`src/rtl/uart_pkg.sv`:
```
`default_nettype none
// ============================================================================
// Module   : uart_pkg
// Purpose  : Definitions shared by the UART transmitter and receiver:
//            line-state encodings, oversampling constants and a 2-of-3
//            majority helper.
// Revision : 1.0 - initial release
// ============================================================================
package uart_pkg;

    // Line-state encodings. The transmitter uses the same values.
    typedef enum logic [1:0] {
        IDLE  = 2'b00,
        START = 2'b01,
        DATA  = 2'b10,
        STOP  = 2'b11
    } uart_state_t;

    localparam int         OVERSAMPLE = 16;
    localparam logic [3:0] MID_START  = 4'd7;
    localparam logic [3:0] LAST_TICK  = 4'd15;

    function automatic logic majority3(input logic [2:0] v);
        return (v[0] & v[1]) | (v[0] & v[2]) | (v[1] & v[2]);
    endfunction

endpackage
`default_nettype wire

```
`src/rtl/uart_bit_sync.sv`:
```
`default_nettype none
// ============================================================================
// Module   : uart_bit_sync
// Purpose  : SYNC_STAGES-deep flop chain that brings an asynchronous
//            single-bit input into the clk domain. Flops reset to 1 so that
//            an idle-high serial line does not show a false edge after reset.
// Ports    : clk      - system clock
//            rst      - asynchronous active-high reset
//            async_in - asynchronous input
//            sync_out - synchronised output
// Revision : 1.0 - initial release
// ============================================================================
module uart_bit_sync #(
    parameter int SYNC_STAGES = 2
) (
    input  logic clk,
    input  logic rst,
    input  logic async_in,
    output logic sync_out
);

    logic [SYNC_STAGES-1:0] sync_ff;

    always_ff @(posedge clk or posedge rst) begin
        if (rst) begin
            sync_ff <= '1;
        end else begin
            sync_ff <= {sync_ff[SYNC_STAGES-2:0], async_in};
        end
    end

    assign sync_out = sync_ff[SYNC_STAGES-1];

endmodule
`default_nettype wire

```
`src/rtl/uart_rx_module.sv`:
```
`default_nettype none
// ============================================================================
// Module   : uart_rx_module
// Purpose  : 8N1-style UART receiver with 16x oversampling. Detects the start
//            edge, verifies it at mid-bit, samples DATA_BITS data bits (LSB
//            first) and the stop bit at their centres, and reports each frame
//            with a one-clk rx_valid or frame_error strobe.
// Ports    : clk         - system clock
//            rst         - asynchronous active-high reset
//            baud_x16_en - one-clk strobe, 16 per bit period
//            rx_serial   - asynchronous serial input, idles high
//            rx_data     - last correctly framed byte
//            rx_valid    - one-clk pulse, rx_data updated
//            frame_error - one-clk pulse, stop bit sampled low
//            rx_active   - high while a frame is being received
// Options  : UART_RX_MAJORITY_EN - 2-of-3 majority vote around every sample
//            point; all strobes move one tick later.
// Revision : 1.0 - initial release
// ============================================================================
module uart_rx_module
    import uart_pkg::*;
#(
    parameter int DATA_BITS   = 8,
    parameter int SYNC_STAGES = 2
) (
    input  logic                 clk,
    input  logic                 rst,
    input  logic                 baud_x16_en,
    input  logic                 rx_serial,
    output logic [DATA_BITS-1:0] rx_data,
    output logic                 rx_valid,
    output logic                 frame_error,
    output logic                 rx_active
);

    localparam int         TICK_W   = $clog2(OVERSAMPLE);
    localparam logic [2:0] LAST_BIT = 3'(DATA_BITS - 1);

`ifdef UART_RX_MAJORITY_EN
    // Decision is taken one tick after the centre, on the third vote sample.
    // The start check reloads the counter with 1 so that the centre of each
    // following bit still lines up with LAST_TICK.
    localparam logic [3:0] START_DECIDE = MID_START + 4'd1;
    localparam logic [3:0] BIT_DECIDE   = 4'd0;
    localparam logic [3:0] DATA_RELOAD  = 4'd1;
`else
    localparam logic [3:0] START_DECIDE = MID_START;
    localparam logic [3:0] BIT_DECIDE   = LAST_TICK;
    localparam logic [3:0] DATA_RELOAD  = 4'd0;
`endif

    logic                 rx_s;
    uart_state_t          state, state_n;
    logic [TICK_W-1:0]    tick_cnt, tick_n;
    logic [2:0]           bit_idx, bit_n;
    logic [DATA_BITS-1:0] shift_reg, shift_n;
    logic [DATA_BITS-1:0] data_n;
    logic                 valid_n, ferr_n, active_n;
    logic                 sample;

    uart_bit_sync #(
        .SYNC_STAGES (SYNC_STAGES)
    ) u_sync (
        .clk      (clk),
        .rst      (rst),
        .async_in (rx_serial),
        .sync_out (rx_s)
    );

`ifdef UART_RX_MAJORITY_EN
    logic [2:0] vote, vote_n;
    logic       vote_capture;

    // Capture the two samples preceding each decision tick.
    always_comb begin
        vote_capture = 1'b0;
        if (state == START) begin
            vote_capture = (tick_cnt == MID_START - 4'd1) || (tick_cnt == MID_START);
        end else if ((state == DATA) || (state == STOP)) begin
            vote_capture = (tick_cnt == LAST_TICK - 4'd1) || (tick_cnt == LAST_TICK);
        end
    end

    assign sample = majority3({vote[1:0], rx_s});
`else
    assign sample = rx_s;
`endif

    always_ff @(posedge clk or posedge rst) begin
        if (rst) begin
            state       <= IDLE;
            tick_cnt    <= '0;
            bit_idx     <= '0;
            shift_reg   <= '0;
            rx_data     <= '0;
            rx_valid    <= 1'b0;
            frame_error <= 1'b0;
            rx_active   <= 1'b0;
`ifdef UART_RX_MAJORITY_EN
            vote        <= '0;
`endif
        end else begin
            state       <= state_n;
            tick_cnt    <= tick_n;
            bit_idx     <= bit_n;
            shift_reg   <= shift_n;
            rx_data     <= data_n;
            rx_valid    <= valid_n;
            frame_error <= ferr_n;
            rx_active   <= active_n;
`ifdef UART_RX_MAJORITY_EN
            vote        <= vote_n;
`endif
        end
    end

    always_comb begin
        state_n  = state;
        tick_n   = tick_cnt;
        bit_n    = bit_idx;
        shift_n  = shift_reg;
        data_n   = rx_data;
        active_n = rx_active;
        // Strobes last exactly one clk, independent of the tick.
        valid_n  = 1'b0;
        ferr_n   = 1'b0;
`ifdef UART_RX_MAJORITY_EN
        vote_n   = vote;
        if (baud_x16_en && vote_capture) begin
            vote_n = {vote[1:0], rx_s};
        end
`endif
        if (baud_x16_en) begin
            case (state)
                IDLE: begin
                    if (!rx_s) begin
                        tick_n   = '0;
                        active_n = 1'b1;
                        state_n  = START;
                    end
                end
                START: begin
                    if (tick_cnt == START_DECIDE) begin
                        if (sample) begin
                            // Line went back high before mid-bit: glitch.
                            active_n = 1'b0;
                            state_n  = IDLE;
                        end else begin
                            tick_n  = DATA_RELOAD;
                            state_n = DATA;
                        end
                    end else begin
                        tick_n = tick_cnt + 4'd1;
                    end
                end
                DATA: begin
                    tick_n = tick_cnt + 4'd1;
                    if (tick_cnt == BIT_DECIDE) begin
                        // New bit enters at the MSB so the first bit ends at bit 0.
                        shift_n = {sample, shift_reg[DATA_BITS-1:1]};
                        if (bit_idx == LAST_BIT) begin
                            bit_n   = '0;
                            state_n = STOP;
                        end else begin
                            bit_n = bit_idx + 3'd1;
                        end
                    end
                end
                STOP: begin
                    tick_n = tick_cnt + 4'd1;
                    if (tick_cnt == BIT_DECIDE) begin
                        if (sample) begin
                            data_n  = shift_reg;
                            valid_n = 1'b1;
                        end else begin
                            ferr_n = 1'b1;
                        end
                        // Returning at mid-stop leaves half a bit of margin
                        // for a back-to-back start edge.
                        active_n = 1'b0;
                        state_n  = IDLE;
                    end
                end
                default: begin
                    active_n = 1'b0;
                    state_n  = IDLE;
                end
            endcase
        end
    end

endmodule
`default_nettype wire
```
`config.mk`:
```
export PLATFORM = sky130hd
export DESIGN_NAME = uart_rx_module
export DESIGN_NICKNAME = d
export VERILOG_FILES = /design/src/rtl/uart_pkg.sv /design/src/rtl/uart_bit_sync.sv /design/src/rtl/uart_rx_module.sv
export SDC_FILE = /design/constraint.sdc
export NUM_CORES = 1
export LEC_CHECK = 0
export ABC_AREA = 1
export CORE_MARGIN = 8
export CORE_UTILIZATION = 50
export CTS_CLUSTER_DIAMETER = 30
export DETAILED_ROUTE_END_ITERATION = 10
export PLACE_DENSITY = 0.72
export SYNTH_ARGS = -nofsm -noshare
export SYNTH_HDL_FRONTEND = slang
export SYNTH_SLANG_ARGS = --single-unit
```
`constraint.sdc`:
```
create_clock -name clk -period 1.8 [get_ports clk]
set_input_delay 0.36 -clock clk [delete_from_list [all_inputs] [get_ports clk]]
set_output_delay 0.36 -clock clk [all_outputs]
set_load 0.05 [all_outputs]
```
==> impl_summary.log <==
INFO  metric die_h = about 70 µm
INFO  metric clk_transition_reported_paths = roughly 0.090 ns
INFO  metric detailed_place.area = roughly 1600 µm²
INFO  metric core_area = ~2700 µm²
INFO  metric cp.buffers_inverters = 1
INFO  metric cp.arrival = between 1.5 and 2 ns
INFO  metric fillCellCount = between 200 and 250
INFO  metric skew = ~0.0096 ns
INFO  metric ys_seq_elements = 30
INFO  metric cts.root.buffer_cell = clkbuf_4
INFO  metric worst_path_largest_cell_delay = 0.40 ns
INFO  metric grt_pass1_wl = 4.30 mm
INFO  metric cts_sinks = 30
INFO  metric post_cts_setup_repair_buffer_count = 0
INFO  metric final_min_period_over_clock_period = 84.0%
INFO  metric final_common_cell = nand2_1
INFO  metric design.final.nets = roughly 180
INFO  metric setup_violations = 0
INFO  metric drc = 0
INFO  metric num_vias = between 1000 and 1500
INFO  metric timing.critical_path.from = tick_cnt[0]$_DFFE_PP0P_
INFO  metric worst_pin_slew = 0.366 ns
INFO  metric netlist_instances = about 150
INFO  metric ctsHoldBuffers = 0
INFO  metric timing.rr.start = tick_cnt[0]$_DFFE_PP0P_
INFO  metric placed_insts = between 150 and 200
INFO  metric type_of_the_worst_setup_path = reg -> reg
INFO  metric report.final.slew_viol_count = 0
INFO  metric num_antenna_cells = 0
INFO  metric cp_cell_sequence = ha_1, nand3_2, nor2_4, nand3_4, inv_1, nand2_1, nand2_1
INFO  metric num_io_pins = 15
INFO  metric synthDistinctLibCells = 22
INFO  metric worst-endpoint-required = between 2 and 2.5 ns
INFO  metric vias_in_the_first_global_route = between 1000 and 1500
INFO  metric route.antenna.remaining_nets = 0
INFO  metric detail_route.wl_per_cell = 11.9 µm
INFO  metric max-vdd-ir-drop = between 0.9 and 1 mV
INFO  metric yosys_warnings = 0
INFO  metric fin_area = ~1600 µm²
INFO  metric cp_top_family = simple AND/OR/NAND/NOR gates
INFO  metric relative_contribution_of_the_clock_network_to_total_power = about 29%
INFO  metric power.density_cell_area = about 1100 nW/µm²
INFO  metric final_layout_size_suffix_gt1_share = 29.4%
INFO  metric gp_routability_congestion = about 0.84
INFO  metric setup_total_negative_slack = 0 ns
INFO  metric cp_slowest_cell = dfrtp_1
INFO  metric drv.max_cap_violation_count = 0
INFO  metric power_switching_share = about a third
INFO  metric overall_global_routing_resource_usage = between 10% and 20%
INFO  metric power_frac_comb = around 25%
INFO  metric timing.critical_path.mode_cell = nand2_1
INFO  metric io_buffer_count = 14
INFO  metric setup.worst_path.start_class = register
INFO  metric cts_tree = done
INFO  metric critical_path.max_fanout = 16
INFO  metric design_power_total = between 1.5 and 2 mW
INFO  metric vias_per_cell = around 5.0
INFO  metric hold_path_class = reg -> reg
INFO  metric wirelength = 2.39 mm
INFO  metric synthAdderAreaFrac = approximately 2.7%
INFO  metric syn_area_per_cell = 9.48 µm²
INFO  metric die-width = slightly below 70 µm
INFO  metric die_area = approximately 4800 µm²
INFO  metric synth_nets = between 150 and 200
INFO  metric cellInternalPower = between 1 and 1.5 mW
INFO  metric grt_start_max_net_pins = 31
INFO  metric rows = 19
INFO  metric yosys.area_share.simple = 23.7%
INFO  metric synth-seq-area-share = between 50% and 60%
INFO  metric cts-buffers-inserted = 5
INFO  metric synthesis.area = ~1400 µm²
INFO  metric hold_path.startpoint = u_sync.sync_ff[0]$_DFF_PP1_
INFO  metric ctsLongestPathBuffers = 2
INFO  metric commonest_cells_after_routing_fill_and_taps_aside = nand2_1, dfrtp_1, o21ai_2
INFO  metric slew_headroom = between 70% and 80%
INFO  metric dp_hpwl = approximately 1.7 mm
INFO  metric synthToLayoutAreaGrowth = 16.4%
INFO  metric leakage = 0.829 nW
INFO  metric seq_power_share = 46.1%
INFO  metric final.min_clock_period = around 1.5 ns
INFO  metric final-instance-count-excl-fill = around 200
INFO  metric critical_path.endpoint_type = register
INFO  metric worst_skew_pair.late_latency = roughly 0.34 ns
INFO  metric post_synth_xor_area_fraction = less than 1%
INFO  metric first_pass_iters = 4
INFO  metric grt_antenna_before_repair = 0
INFO  metric outcome = finished clean
INFO  metric grt_overflow = 0
INFO  metric start_util = 51.8%
INFO  metric clock.fmax = roughly 660 MHz
INFO  metric ctsHtreeMaxLevel = 2
INFO  metric cts.repair.resized = 0
INFO  metric synth_compound_gate_area_share = around 12%
INFO  metric first_iter_violations = 63
INFO  metric switching_power = around 630 µW
INFO  metric muxShareOfSynthArea = 0%
INFO  metric dominant_combinational_cell_family_by_area_after_synthesis = simple AND/OR/NAND/NOR gates
INFO  metric final_hold_viol_count = 0
INFO  metric rsz_0062_raised_after_global_routing = false
==> per-stage QoR <==
stage               worst slack, ns  hold slack [ns]  util [%]
floorplan                     0.486            0.345         -
global placement              0.177            0.345      57.4
detailed placement            0.145            0.349      57.4
CTS                           0.292            0.362      60.2
global route                  0.152            0.368      60.2
finish                        0.289            0.361      60.2
==> routing by layer <==
metal  share of wire, %  vias to the layer above  track usage, %  routed length, µm
met2                 49                       16            19.1               1160
met3                4.6                        5            5.98                111
met1                 45                      479            13.8               1070
li1                   -                      513               -                  -
met4                2.2                        0            6.77                 53
met5                  0                        -               0                  0
==> logic make-up (layout without fill, tap and decap cells) <==
family | after synthesis | in the layout
and+or+nand+nor | 73 | 73
DFF | 30 | 30
AOI/OAI and AO/OA | 21 | 21
buffers and inverters | 20 | 42
adders and majority gates | 3 | 3
xor gates and xnor gates | 1 | 1
==> synthesized netlist by cell type <==
master / count / area, µm²
nor2_1: 7 / 26.3
nand3_2: 1 / 10.0
nand2_1: 47 / 176
a21oi_2: 1 / 8.76
nand2_2: 3 / 18.8
xor2_1: 1 / 8.76
ha_1: 3 / 37.5
a21oi_1: 2 / 10.0
inv_2: 1 / 3.75
o21ai_2: 17 / 149
nand3b_1: 1 / 7.51
nand3_4: 1 / 17.5
nor3b_1: 1 / 7.51
inv_1: 16 / 60.1
o21ai_0: 1 / 5.00
nor4_1: 1 / 6.26
nand3_1: 9 / 45.0
nor2_2: 1 / 6.26
buf_6: 3 / 33.8
dfrtp_1: 28 / 701
nor2_4: 1 / 11.3
dfstp_2: 2 / 52.6
==> final cells by class <==
cell class / instances / area (µm²) / share of cell area [%]
clock buffer: 5 / 37.5 / 2.30
clock inverter: 3 / 40.0 / 2.45
inverter: 17 / 63.8 / 3.91
multi-input combinational: 98 / 552 / 33.8
sequential: 30 / 753 / 46.1
tap: 31 / 38.8 / 2.38
timing repair buffer: 17 / 148 / 9.04
==> power groups by stage <==
stage	clock network, mW	registers (mW)	logic, mW
final	0.528	0.847	0.462
after global routing	0.579	0.858	0.539
after CTS	0.545	0.847	0.470
after detailed placement	0	0.859	0.470
after global placement	0	0.854	0.453
after floorplan	0	0.880	0.329
==> worst paths after layout <==
path | endpoint | slack, ns | depth (start not counted)
worst max-delay path | rx_data[0]$_DFFE_PP0P_ | 0.29 | 7
worst min-delay path | u_sync.sync_ff[1]$_DFF_PP1_ | 0.36 | 0
worst max register to register | rx_data[0]$_DFFE_PP0P_ | 0.29 | 7
worst min register to register | u_sync.sync_ff[1]$_DFF_PP1_ | 0.36 | 0
max in group asynchronous | u_sync.sync_ff[1]$_DFF_PP1_ | 1.11 | 3
min in group asynchronous | async pin | 0.38 | 3
Power figures use the tool's default switching activity.
